### src/rtl/serial_deser_pkg.sv
// Shared definitions for the serial frame receive and transmit sides.
// Holds FSM encoding, default geometry and frame length.
package serial_deser_pkg;

    localparam int DEF_WIDTH = 16;
    localparam int DEF_WORDS = 3;
    localparam int DEF_AW    = 11;

    // start bit + data bits + stop bit
    localparam int FRAME_LEN = DEF_WORDS * DEF_WIDTH + 2;

    typedef enum logic [1:0] {
        IDLE      = 2'd0,
        DATA      = 2'd1,
        STOP      = 2'd2,
        WAIT_HIGH = 2'd3
    } rx_state_t;

    function automatic int frame_bits(input int words, input int width);
        return words * width + 2;
    endfunction

endpackage

### src/rtl/serial_deser.sv
// Serial frame deserializer: start bit, WORDS*WIDTH data bits MSB-first,
// stop bit; latches good frames with a wrapping address tag.
module serial_deser
    import serial_deser_pkg::*;
#(
    parameter int WIDTH = DEF_WIDTH,
    parameter int WORDS = DEF_WORDS,
    parameter int AW    = DEF_AW
) (
    input  logic             clk,
    input  logic             rst,
    input  logic             enable,
    input  logic             serial_in,
    input  logic             addr_clear,
    output logic [WIDTH-1:0] read_data1,
    output logic [WIDTH-1:0] read_data2,
    output logic [WIDTH-1:0] read_data3,
    output logic             frame_valid,
    output logic             frame_error,
    output logic [AW-1:0]    wr_addr,
    output logic             busy
);

    localparam int NBITS = WORDS * WIDTH;
    localparam int CW    = (NBITS > 2) ? $clog2(NBITS) : 1;
    localparam logic [CW-1:0] LAST = CW'(NBITS - 1);

    rx_state_t state_q;
    rx_state_t state_d;

    logic [CW-1:0]    bit_cnt;
    logic [NBITS-1:0] shreg;
    logic [NBITS-1:0] frame_q;
    logic [AW-1:0]    next_addr;

    logic cnt_clr;
    logic shift_en;
    logic good;
    logic bad;

    // State register.
    always_ff @(posedge clk) begin
        if (rst) begin
            state_q <= IDLE;
        end else begin
            state_q <= state_d;
        end
    end

    // Next-state and datapath control decode.
    always_comb begin
        state_d  = state_q;
        cnt_clr  = 1'b0;
        shift_en = 1'b0;
        good     = 1'b0;
        bad      = 1'b0;
        unique case (state_q)
            IDLE: begin
                if (enable && !serial_in) begin
                    state_d = DATA;
                    cnt_clr = 1'b1;
                end
            end
            DATA: begin
                shift_en = 1'b1;
                if (bit_cnt == LAST) begin
                    state_d = STOP;
                end
            end
            STOP: begin
                if (serial_in) begin
                    good    = 1'b1;
                    state_d = IDLE;
                end else begin
                    bad     = 1'b1;
                    state_d = WAIT_HIGH;
                end
            end
            WAIT_HIGH: begin
                if (serial_in) begin
                    state_d = IDLE;
                end
            end
            default: begin
                state_d = IDLE;
            end
        endcase
    end

    // Shift register, bit counter and frame latch.
    always_ff @(posedge clk) begin
        if (rst) begin
            bit_cnt <= '0;
            shreg   <= '0;
            frame_q <= '0;
        end else begin
            if (cnt_clr) begin
                bit_cnt <= '0;
            end else if (shift_en) begin
                bit_cnt <= bit_cnt + CW'(1);
            end
            if (shift_en) begin
                shreg <= {shreg[NBITS-2:0], serial_in};
            end
            if (good) begin
                frame_q <= shreg;
            end
        end
    end

    // Address tagging: clear wins, and a clear on a good frame tags it 0.
    always_ff @(posedge clk) begin
        if (rst) begin
            wr_addr   <= '0;
            next_addr <= '0;
        end else if (addr_clear) begin
            wr_addr   <= '0;
            next_addr <= good ? AW'(1) : '0;
        end else if (good) begin
            wr_addr   <= next_addr;
            next_addr <= next_addr + AW'(1);
        end
    end

    // One-cycle status pulses.
    always_ff @(posedge clk) begin
        if (rst) begin
            frame_valid <= 1'b0;
            frame_error <= 1'b0;
        end else begin
            frame_valid <= good;
            frame_error <= bad;
        end
    end

    assign read_data1 = frame_q[NBITS-1 -: WIDTH];
    assign read_data2 = frame_q[NBITS-1-WIDTH -: WIDTH];
    assign read_data3 = frame_q[WIDTH-1:0];
    assign busy       = (state_q != IDLE);

endmodule

### config.mk
export PLATFORM = sky130hd
export DESIGN_NAME = serial_deser
export DESIGN_NICKNAME = d
export VERILOG_FILES = /design/src/rtl/serial_deser_pkg.sv /design/src/rtl/serial_deser.sv
export SDC_FILE = /design/constraint.sdc
export NUM_CORES = 1
export LEC_CHECK = 0
export ABC_AREA = 1
export BUFFER_PORTS_ARGS = -buffer_cell sky130_fd_sc_hd__clkbuf_2
export CAP_MARGIN = 20
export CORE_ASPECT_RATIO = 1.25
export CORE_MARGIN = 3
export CORE_UTILIZATION = 45
export CTS_CLUSTER_DIAMETER = 200
export DETAILED_ROUTE_END_ITERATION = 6
export HOLD_SLACK_MARGIN = 0.08
export PLACE_DENSITY = 0.65
export SYNTH_ARGS = -nofsm -noshare
export SYNTH_HDL_FRONTEND = slang
export SYNTH_SLANG_ARGS = --single-unit
### constraint.sdc
create_clock -name clk -period 4.1 [get_ports clk]
set_clock_uncertainty 0.1 [all_clocks]
set_input_delay 0.41 -clock clk [delete_from_list [all_inputs] [get_ports clk]]
set_output_delay 0.41 -clock clk [all_outputs]
set_load 0.02 [all_outputs]
==> run summary, run 1 <==
routed wire length - 9590 um
drt drc - 0
Die Y - 119.5 um
commonest non-fill, non-tap cell in the layout - nand2_1
drt via density - 4.942
post-layout min period - 2501 ps
Fillers - 967
first-pass GRT wire length - 16740 um
Fmax - 0.3999 GHz
commonest cells after routing, fill and taps aside - nand2_1 (136), dfxtp_1 (128), nor2_1 (116)
startpoint types - flop
period utilisation layout - 61.00%
Starting Density - 47.30%
gr usage total - 17.36%
CTS root buf - clkbuf_16
placed cell count - 758
Final Hold Fails - 0
H-Tree Depth - 4
CTS hold repair buffers - 0
Die ar. - 11570 um^2
vias - 3904
mapped cell area - 4639 um^2
Seq/Total Area, Yosys - 55.23%
syn_nets - 606
vias in the first global route - 3838
max-cap check violation count - 0
core area - 9809 um^2
Layout area overhead - 19.90%
Final GP Congestion - 0.7593
Crit Path Max Fanout - 53
Iter 0 DRT Violations - 157
cell family with most CP delay - buffers and inverters
peak supply drop - 0.0003241 V
Least-Margin Pin Slew - 840.8 ps
Leak Pwr - 0.002160 uW
Congestion Overflow GR - 0
ant diodes - 0
Total Neg Setup Slack - 0 ps
setup fix buffers added after clock tree synthesis - 0
Hold Crit Class - in2reg
clock sinks - 128
Crit-path slowest cell - inv_2
clock tree buffer depth - 2
clock tree from TritonCTS - yes
initial antenna violation count - 0
row count - 40
Worst setup EP type - flop
status - finished, final reports clean
FF+latch count, synth - 128
Yosys warnings - 0
Required @ worst endpoint - 4350 ps
# nets final - 659
Cell variety after synth - 23
critical path class - reg2reg
Clock Pin Slew Worst Setup and Hold Paths - 50 ps
CP Buf/Inv Count - 2
# setup viols final - 0
DIE WIDTH - 96.82 um
Avg WL per Cell - 12.14 um
Cell Chain, Critical Path - nand2_2 > inv_2 > o21ai_0 > nand3b_1 > nand3_1 > inv_1
Cells after Synth - 599
Post-DP HPWL - 5983 um
largest net degree at the start of global routing - 67
layout cells sized above 1 - 16.42%
Pwr Density - 590.0 nW/um^2
max-slew violations - 0
I/O Pins - 67
IO Port Bufs - 66
Synth Area per Inst - 7.745 um^2
CTS Buf Count - 17
1st-pass router iterations - 4
post_cts resized - 0
clk_lat worst skew - 400 ps
Finished Layout Cells - 790
WP data arrival - 2750 ps
Routed Antenna Nets - 0
Slew HR - 43.87%
RSZ-0062 raised after global routing - false
Largest stage delay, worst path - 830 ps
## layer usage
metal	track usage (%)	up-vias	share of wire [%]
li1	-	2032	-
met1	19.48	1788	45
met2	29.92	78	50
met3	5.814	6	4.3
met4	7.550	0	0.91
met5	0	-	0
## final cells by class
class	count	area, um^2	share of cell area, %
Clock inverter	10	110.1	1.979
Timing Repair Buffer	70	372.9	6.703
Tap cell	126	157.7	2.834
Sequential cell	128	2562	46.06
Multi-Input combinational cell	413	1797	32.30
Inverter	22	82.58	1.484
Clock buffer	21	480.5	8.637
## power by group
part / total, uW / internal (uW) / switching (uW)
Combinational: 366 / 117 / 249
Sequential: 1450 / 1360 / 87.2
Clock: 1470 / 950 / 516
## registers in the layout (all words and copies together), names as in the netlist
| name | cells |
|---|---|
| frame_q | 48 |
| shreg | 48 |
| next_addr | 11 |
| wr_addr | 11 |
| bit_cnt | 6 |
| state_q | 2 |
| frame_error | 1 |
| frame_valid | 1 |
## worst paths after layout
path                                endpoint  slack, ps  cells after the start   startpoint
worst max-delay path              state_q[0]       1600                      6   state_q[0]
worst min-delay path            next_addr[0]        220                      4   addr_clear
worst max register to register    state_q[0]       1600                      6   state_q[0]
worst min register to register   frame_q[35]        360                      2  frame_q[35]
## cell usage after synthesis (all sizes together)
cell,number,area share [%]
nor3b,2,0.32
nor3,4,0.65
nand2,137,11
inv,21,1.7
clkbuf,13,1.1
ha,2,0.54
xnor2,1,0.19
buf,23,3.2
clkinv,1,0.081
a21oi,72,7.8
o21ai,62,6.7
nor2,116,9.4
nand3,14,1.6
dfxtp,128,55
nand3b,1,0.16
nand4,2,0.27
## worst register-to-register path: stages (launching register included)
cell and delay [ps]:
dfxtp_1 430, nand2_2 490, inv_2 840, o21ai_0 290, nand3b_1 160, nand3_1 70, inv_1 70
## per-stage QoR
stage | hold slack, ps | power, uW | utilization, % | area [um^2] | worst slack (ps)
detailed placement | 355.5 | 1840 | 50.48 | 4952 | 1613
global placement | 353.6 | 1823 | 50.48 | 4952 | 1701
CTS | 201.2 | 3309 | 56.51 | 5543 | 1595
global route | 223.4 | 3458 | 56.71 | 5563 | 1230
floorplan | 340.4 | 1764 | - | 4639 | 2808
finish | 224.8 | 3282 | 56.71 | 5563 | 1599
## kinds of logic after synthesis
kind of cell / Yosys count / synth area share [%]
XOR/XNOR: 1 / 0.1888
AND/OR/NAND/NOR: 276 / 23.54
buffers and inverters: 58 / 6.041
flip-flops: 128 / 55.23
AO/OA/AOI/OAI: 134 / 14.46
adder cells (fa/ha/maj): 2 / 0.5393
Note: power is estimated with default switching activity, not from simulation.
==> inputs of run 2 (changes only) <==
--- a/config.mk
+++ b/config.mk
@@ -14,7 +14,7 @@
 export CTS_CLUSTER_DIAMETER = 200
 export DETAILED_ROUTE_END_ITERATION = 6
 export HOLD_SLACK_MARGIN = 0.08
-export PLACE_DENSITY = 0.65
+export PLACE_DENSITY = 0.68
 export SYNTH_ARGS = -nofsm -noshare
 export SYNTH_HDL_FRONTEND = slang
 export SYNTH_SLANG_ARGS = --single-unit
==> constraint.sdc (replaced) <==
create_clock -name clk -period 2.1 [get_ports clk]
set_clock_uncertainty 0.1 [all_clocks]
set_input_delay 0.21 -clock clk [delete_from_list [all_inputs] [get_ports clk]]
set_output_delay 0.21 -clock clk [all_outputs]
set_load 0.02 [all_outputs]
==> run 2 against run 1 <==
Non-clock buffer count is 12 higher; sequential share of layout area is 0.89 points lower; worst hold slack worse by 110 ps; total power is 100% higher; combinational power is 100% higher; setup slack worse by 1200 ps; flip-flop and latch count stayed put; critical path type is now in2reg.
==> run summary, run 2 (same netlist as run 1, synthesis figures left out) <==
status - finished, final reports clean
post_cts resized - 0 (unchanged)
core area - 9809 um^2 (unchanged)
Die Y - 119.5 um (unchanged)
# nets final - 671 (+1.8%)
CTS hold repair buffers - 3 (+3)
largest net degree at the start of global routing - 54 (-19%)
clock sinks - 128 (unchanged)
worst setup path startpoint - rst
Total Neg Setup Slack - 0 ps (unchanged)
CTS Buf Count - 17 (unchanged)
Final Hold Fails - 0 (unchanged)
fin worst setup slack - 436.5 ps (-1163 ps)
Routed Antenna Nets - 0 (unchanged)
r2r startpoint - state_q[0]
Hold Crit Class - in2reg
IO Port Bufs - 66 (unchanged)
Reg power frac - 43.1% (-1.1 points)
Util after Layout - 57.83% (+1.1 points)
row count - 40 (unchanged)
Post-DP HPWL - 6472 um (+8.2%)
min-delay src - enable
P_int - 4890 uW (+100%)
H-Tree Depth - 4 (unchanged)
peak supply drop - 0.0007120 V (+120%)
# setup viols final - 0 (unchanged)
switch share - 25.49% (-0.47 points)
Clock Pin Slew Worst Setup and Hold Paths - 50 ps (about the same)
drt via density - 4.919 (-0.46%)
initial antenna violation count - 0 (unchanged)
CTS root buf - clkbuf_16
post-layout min period - 1663 ps
first-pass GRT wire length - 16720 um (-0.13%)
1st-pass router iterations - 7 (+3)
DIE WIDTH - 96.82 um (unchanged)
placed inst area - 5027 um^2 (+1.5%)
routed wire length - 9678 um (+0.92%)
clk_lat worst skew - 410 ps (about the same)
setup fix buffers added after clock tree synthesis - 0 (unchanged)
RSZ-0062 raised after global routing - false
Avg WL per Cell - 12.05 um (-0.72%)
Psw - 1673 uW (+96%)
Largest regs - frame_q: 48 flops, shreg: 48 flops
WP data arrival - 1890 ps (-860 ps)
layout cells sized above 1 - 17.58% (+1.2 points)
Layout area overhead - 22.28%
Worst setup EP type - flop
Congestion Overflow GR - 0 (unchanged)
Leak Pwr - 0.002236 uW (+3.5%)
Slew HR - 70.08% (+26 points)
vias in the first global route - 3708 (-3.4%)
critical path class - in2reg
placed cell count - 768 (+1.3%)
Final GP Congestion - 0.7754 (+2.1%)
Least-Margin Pin Slew - 447.1 ps (-393.7 ps)
pre-CTS WS - 549.5 ps (-1063 ps)
Required @ worst endpoint - 2330 ps (-2020 ps)
Clk pwr share - 45.5% (+0.8 points)
Crit Path Max Fanout - 9 (-83%)
startpoint types - input pin
Die ar. - 11570 um^2 (unchanged)
Iter 0 DRT Violations - 137 (-13%)
commonest non-fill, non-tap cell in the layout - nand2_1
clock tree buffer depth - 2 (unchanged)
gr usage total - 17.47% (+0.12 points)
clock tree from TritonCTS - yes
Combinational Power Share - 11.4% (+0.2 points)
Fmax - 0.6012 GHz
commonest cells after routing, fill and taps aside - nand2_1 (136), dfxtp_1 (128), nor2_1 (116)
max-slew violations - 0 (unchanged)
I/O Pins - 67 (unchanged)
Starting Density - 47.30% (unchanged)
Pwr Density - 1157 nW/um^2 (+96%)
post-route cell area - 5673 um^2 (+2.0%)
Fillers - 938 (-3.0%)
Finished Layout Cells - 803 (+1.6%)
period utilisation layout - 79.21%
drt drc - 0 (unchanged)
vias - 3950 (+1.2%)
ant diodes - 0 (unchanged)
max-cap check violation count - 0 (unchanged)
## run 2: cell types whose count changed in the layout (fill, tap and decap cells not counted)
cell | previous run | this run
buf_12 | 1 | 0
buf_4 | 3 | 13
bufinv_16 | 2 | 3
clkinv_2 | 4 | 6
clkinvlp_4 | 4 | 2
dlygate4sd3_1 | 0 | 3
## run 2: area by class of cell
cell class	instances	area [um^2]	share of cell area, %
Sequential cell	128	2562	45.17
Clock buffer	21	480.5	8.469
Inverter	22	82.58	1.456
Clock inverter	11	135.1	2.382
Timing Repair Buffer	82	457.9	8.072
Multi-Input combinational cell	413	1797	31.67
Tap cell	126	157.7	2.779
## run 2: final timing paths
path | slack, ps | cells after the start | to
worst max-delay path | 440 | 5 | wr_addr[0]
worst min-delay path | 110 | 5 | state_q[0]
worst min register to register | 360 | 2 | frame_q[6]
worst max register to register | 530 | 5 | bit_cnt[1]
## run 2: per-stage QoR
step | hold slack, ps | total power [uW]
2_1_floorplan | 276.7 | 3445
3_3_place_gp | 350.5 | 3590
3_5_place_dp | 357.6 | 3624
4_1_cts | 89.19 | 6628
5_1_grt | 154.5 | 6898
6_report | 111.4 | 6563
## run 2: power by group through the flow
stage | sequential (uW) | combinational, uW | clock, uW
floorplan | 2860 | 583 | 0
global placement | 2870 | 719 | 0
detailed placement | 2880 | 746 | 0
finish | 2830 | 747 | 2980
CTS | 2830 | 753 | 3050
global route | 2860 | 869 | 3160
## run 2: critical path, cell delays in order
cell and delay, ps:
dlygate4sd3_1 540, clkbuf_2 170, nor2_1 380, clkinv_1 370, a21oi_1 230
## run 2: metal layers
layer / track usage [%] / vias to the layer above / part of all wire [%]
li1: - / 2066 / -
met1: 21.23 / 1798 / 46
met2: 29.19 / 71 / 49
met3: 5.000 / 15 / 3.5
met4: 6.936 / 0 / 1.7
met5: 0 / - / 0
==> inputs of run 3 (changes only) <==
==> constraint.sdc (replaced) <==
create_clock -name clk -period 1.4 [get_ports clk]
set_clock_uncertainty 0.1 [all_clocks]
set_input_delay 0.14 -clock clk [delete_from_list [all_inputs] [get_ports clk]]
set_output_delay 0.14 -clock clk [all_outputs]
set_load 0.02 [all_outputs]
==> run 3 against run 2 <==
The run now ends with setup timing left; setup slack lost 440 ps; core utilization grew 1.9 points; routed wire length is 3.1% higher; combinational power increased by 83%; first-iteration DRC count unchanged; total power up 47%.
==> run summary, run 3 (same netlist as run 1, synthesis figures left out) <==
clock sinks - 128 (unchanged)
Crit Path Max Fanout - 3 (-6)
period utilisation layout - 100.3%
max-slew violations - 0 (unchanged)
initial antenna violation count - 0 (unchanged)
Pwr Density - 1649 nW/um^2 (+43%)
routed wire length - 9978 um (+3.1%)
Hold Path Depth - 2 (-3)
Iter 0 DRT Violations - 137 (unchanged)
Final GP Congestion - 0.7988 (+3.0%)
Leak Pwr - 0.002304 uW (+3.0%)
Routed Antenna Nets - 0 (unchanged)
Cell Chain, Critical Path - buf_6 > nor2_4 > inv_2 > buf_8
RSZ-0062 raised after global routing - true
DIE WIDTH - 96.82 um (unchanged)
Clock Pin Slew Worst Setup and Hold Paths - 60 ps (about the same)
Fmax - 0.7121 GHz
core area - 9809 um^2 (unchanged)
Die Y - 119.5 um (unchanged)
gr usage total - 17.59% (+0.12 points)
# nets final - 687 (+2.4%)
ant diodes - 0 (unchanged)
WHS - 361.9 ps (+250.4 ps)
Starting Density - 47.30% (unchanged)
Crit-path slowest cell - dfxtp_2
Required @ worst endpoint - 1160 ps (-1170 ps)
Die ar. - 11570 um^2 (unchanged)
critical path class - reg2out
vias - 4049 (+2.5%)
placed cell count - 779 (+1.4%)
clock tree buffer depth - 2 (unchanged)
max-cap check violation count - 0 (unchanged)
drt via density - 4.944 (+0.50%)
Post-DP HPWL - 6589 um (+1.8%)
violated checks - setup timing
Total Neg Setup Slack - -4.296 ps (-4.296 ps)
post-route cell area - 5856 um^2 (+3.2%)
H-Tree Depth - 4 (unchanged)
Slew HR - 74.85% (+4.8 points)
IO Port Bufs - 66 (unchanged)
Avg WL per Cell - 12.18 um (+1.1%)
clk_lat worst skew - 410 ps (about the same)
peak supply drop - 0.0009965 V (+40%)
drt drc - 0 (unchanged)
Largest regs - frame_q: 48 flops, shreg: 48 flops
largest net degree at the start of global routing - 49 (-9.3%)
placed inst area - 5122 um^2 (+1.9%)
commonest cells after routing, fill and taps aside - nand2_1 (136), dfxtp_1 (126), nor2_1 (112)
row count - 40 (unchanged)
startpoint types - flop
R2R cell count - 7 (+2)
Largest stage delay, worst path - 320 ps (-220 ps)
commonest non-fill, non-tap cell in the layout - nand2_1
Congestion Overflow GR - 0 (unchanged)
fin worst setup slack - -4.296 ps (-440.8 ps)
CTS root buf - clkbuf_16
Final Hold Fails - 0 (unchanged)
clock tree from TritonCTS - yes
WP data arrival - 1160 ps (-730 ps)
status - complete, but fails checks
vias in the first global route - 3744 (+0.97%)
first-pass GRT wire length - 16640 um (-0.50%)
Worst setup EP type - output port
# setup viols final - 1 (+1)
Finished Layout Cells - 819 (+2.0%)
total power - 9657 uW (+47%)
Layout area overhead - 26.21%
Hold Crit Class - reg2reg
I/O Pins - 67 (unchanged)
1st-pass router iterations - 4 (-3)
layout cells sized above 1 - 20.35% (+2.8 points)
post-layout min period - 1404 ps
CTS Buf Count - 17 (unchanged)
Least-Margin Pin Slew - 377.2 ps (-69.91 ps)
run 3: cell count changes in the layout (fill, tap and decap cells not counted), sizes merged:
| cell | before | now |
|---|---|---|
| dlygate4sd3 | 3 | 4 |
| bufinv | 3 | 1 |
| clkbuf | 87 | 85 |
| clkinv | 7 | 10 |
| buf | 13 | 28 |
| clkinvlp | 2 | 3 |
run 3: area by class of cell:
type / count / area (um^2)
inverter: 22 / 85.08
timing repair buffer: 98 / 654.4
tap: 126 / 157.7
clock buffer: 19 / 442.9
clock inverter: 13 / 116.4
multi-input combinational: 413 / 1834
sequential: 128 / 2565
fill: 900 / 3954
run 3: metrics by stage:
step                      worst slack (ps)  util, %
final                               -4.296    59.69
after global routing                -53.39    59.69
after CTS                           -21.08    58.83
after detailed placement             65.12    52.22
after global placement               85.89    52.22
after floorplan                      108.5        -
run 3: layer usage:
layer  track usage, %  vias up  part of all wire [%]
li1                 -     2100                     -
met4            8.692        0                   2.1
met3            5.407       20                   4.2
met1            20.45     1858                    45
met5                0        -                     0
met2            29.36       71                    49
run 3: power breakdown:
group | leakage [uW] | internal (uW) | total [uW] | switching [uW]
Clock | 0.000269 | 2480 | 4060 | 1580
Combinational | 0.000995 | 544 | 1370 | 822
Sequential | 0.00104 | 3990 | 4230 | 237
Total | 0.00230 | 7020 | 9660 | 2640
run 3: path summary, 6_finish.rpt:
path                   start          to  slack (ps)
setup reg to reg  state_q[0]  bit_cnt[0]          70
hold reg to reg   wr_addr[2]  wr_addr[2]         360
hold / removal    wr_addr[2]  wr_addr[2]         360
setup / recovery  state_q[1]        busy          -4
run 3: worst max-delay path, delay by kind of cell, from the launching register on:
kind                   cells  cell delay (ps)
buffers and inverters      3              320
AND/OR/NAND/NOR            1              120
flip-flops                 1              320
run 3: timing repair:
item,4_1_cts,5_1_grt
pin swaps,1,1
resized for setup,9,20
endpoints found under the hold margin,30,0
buffers inserted,3,0
setup endpoints to repair,1,80
cloned,0,1
hold buffers,4,0
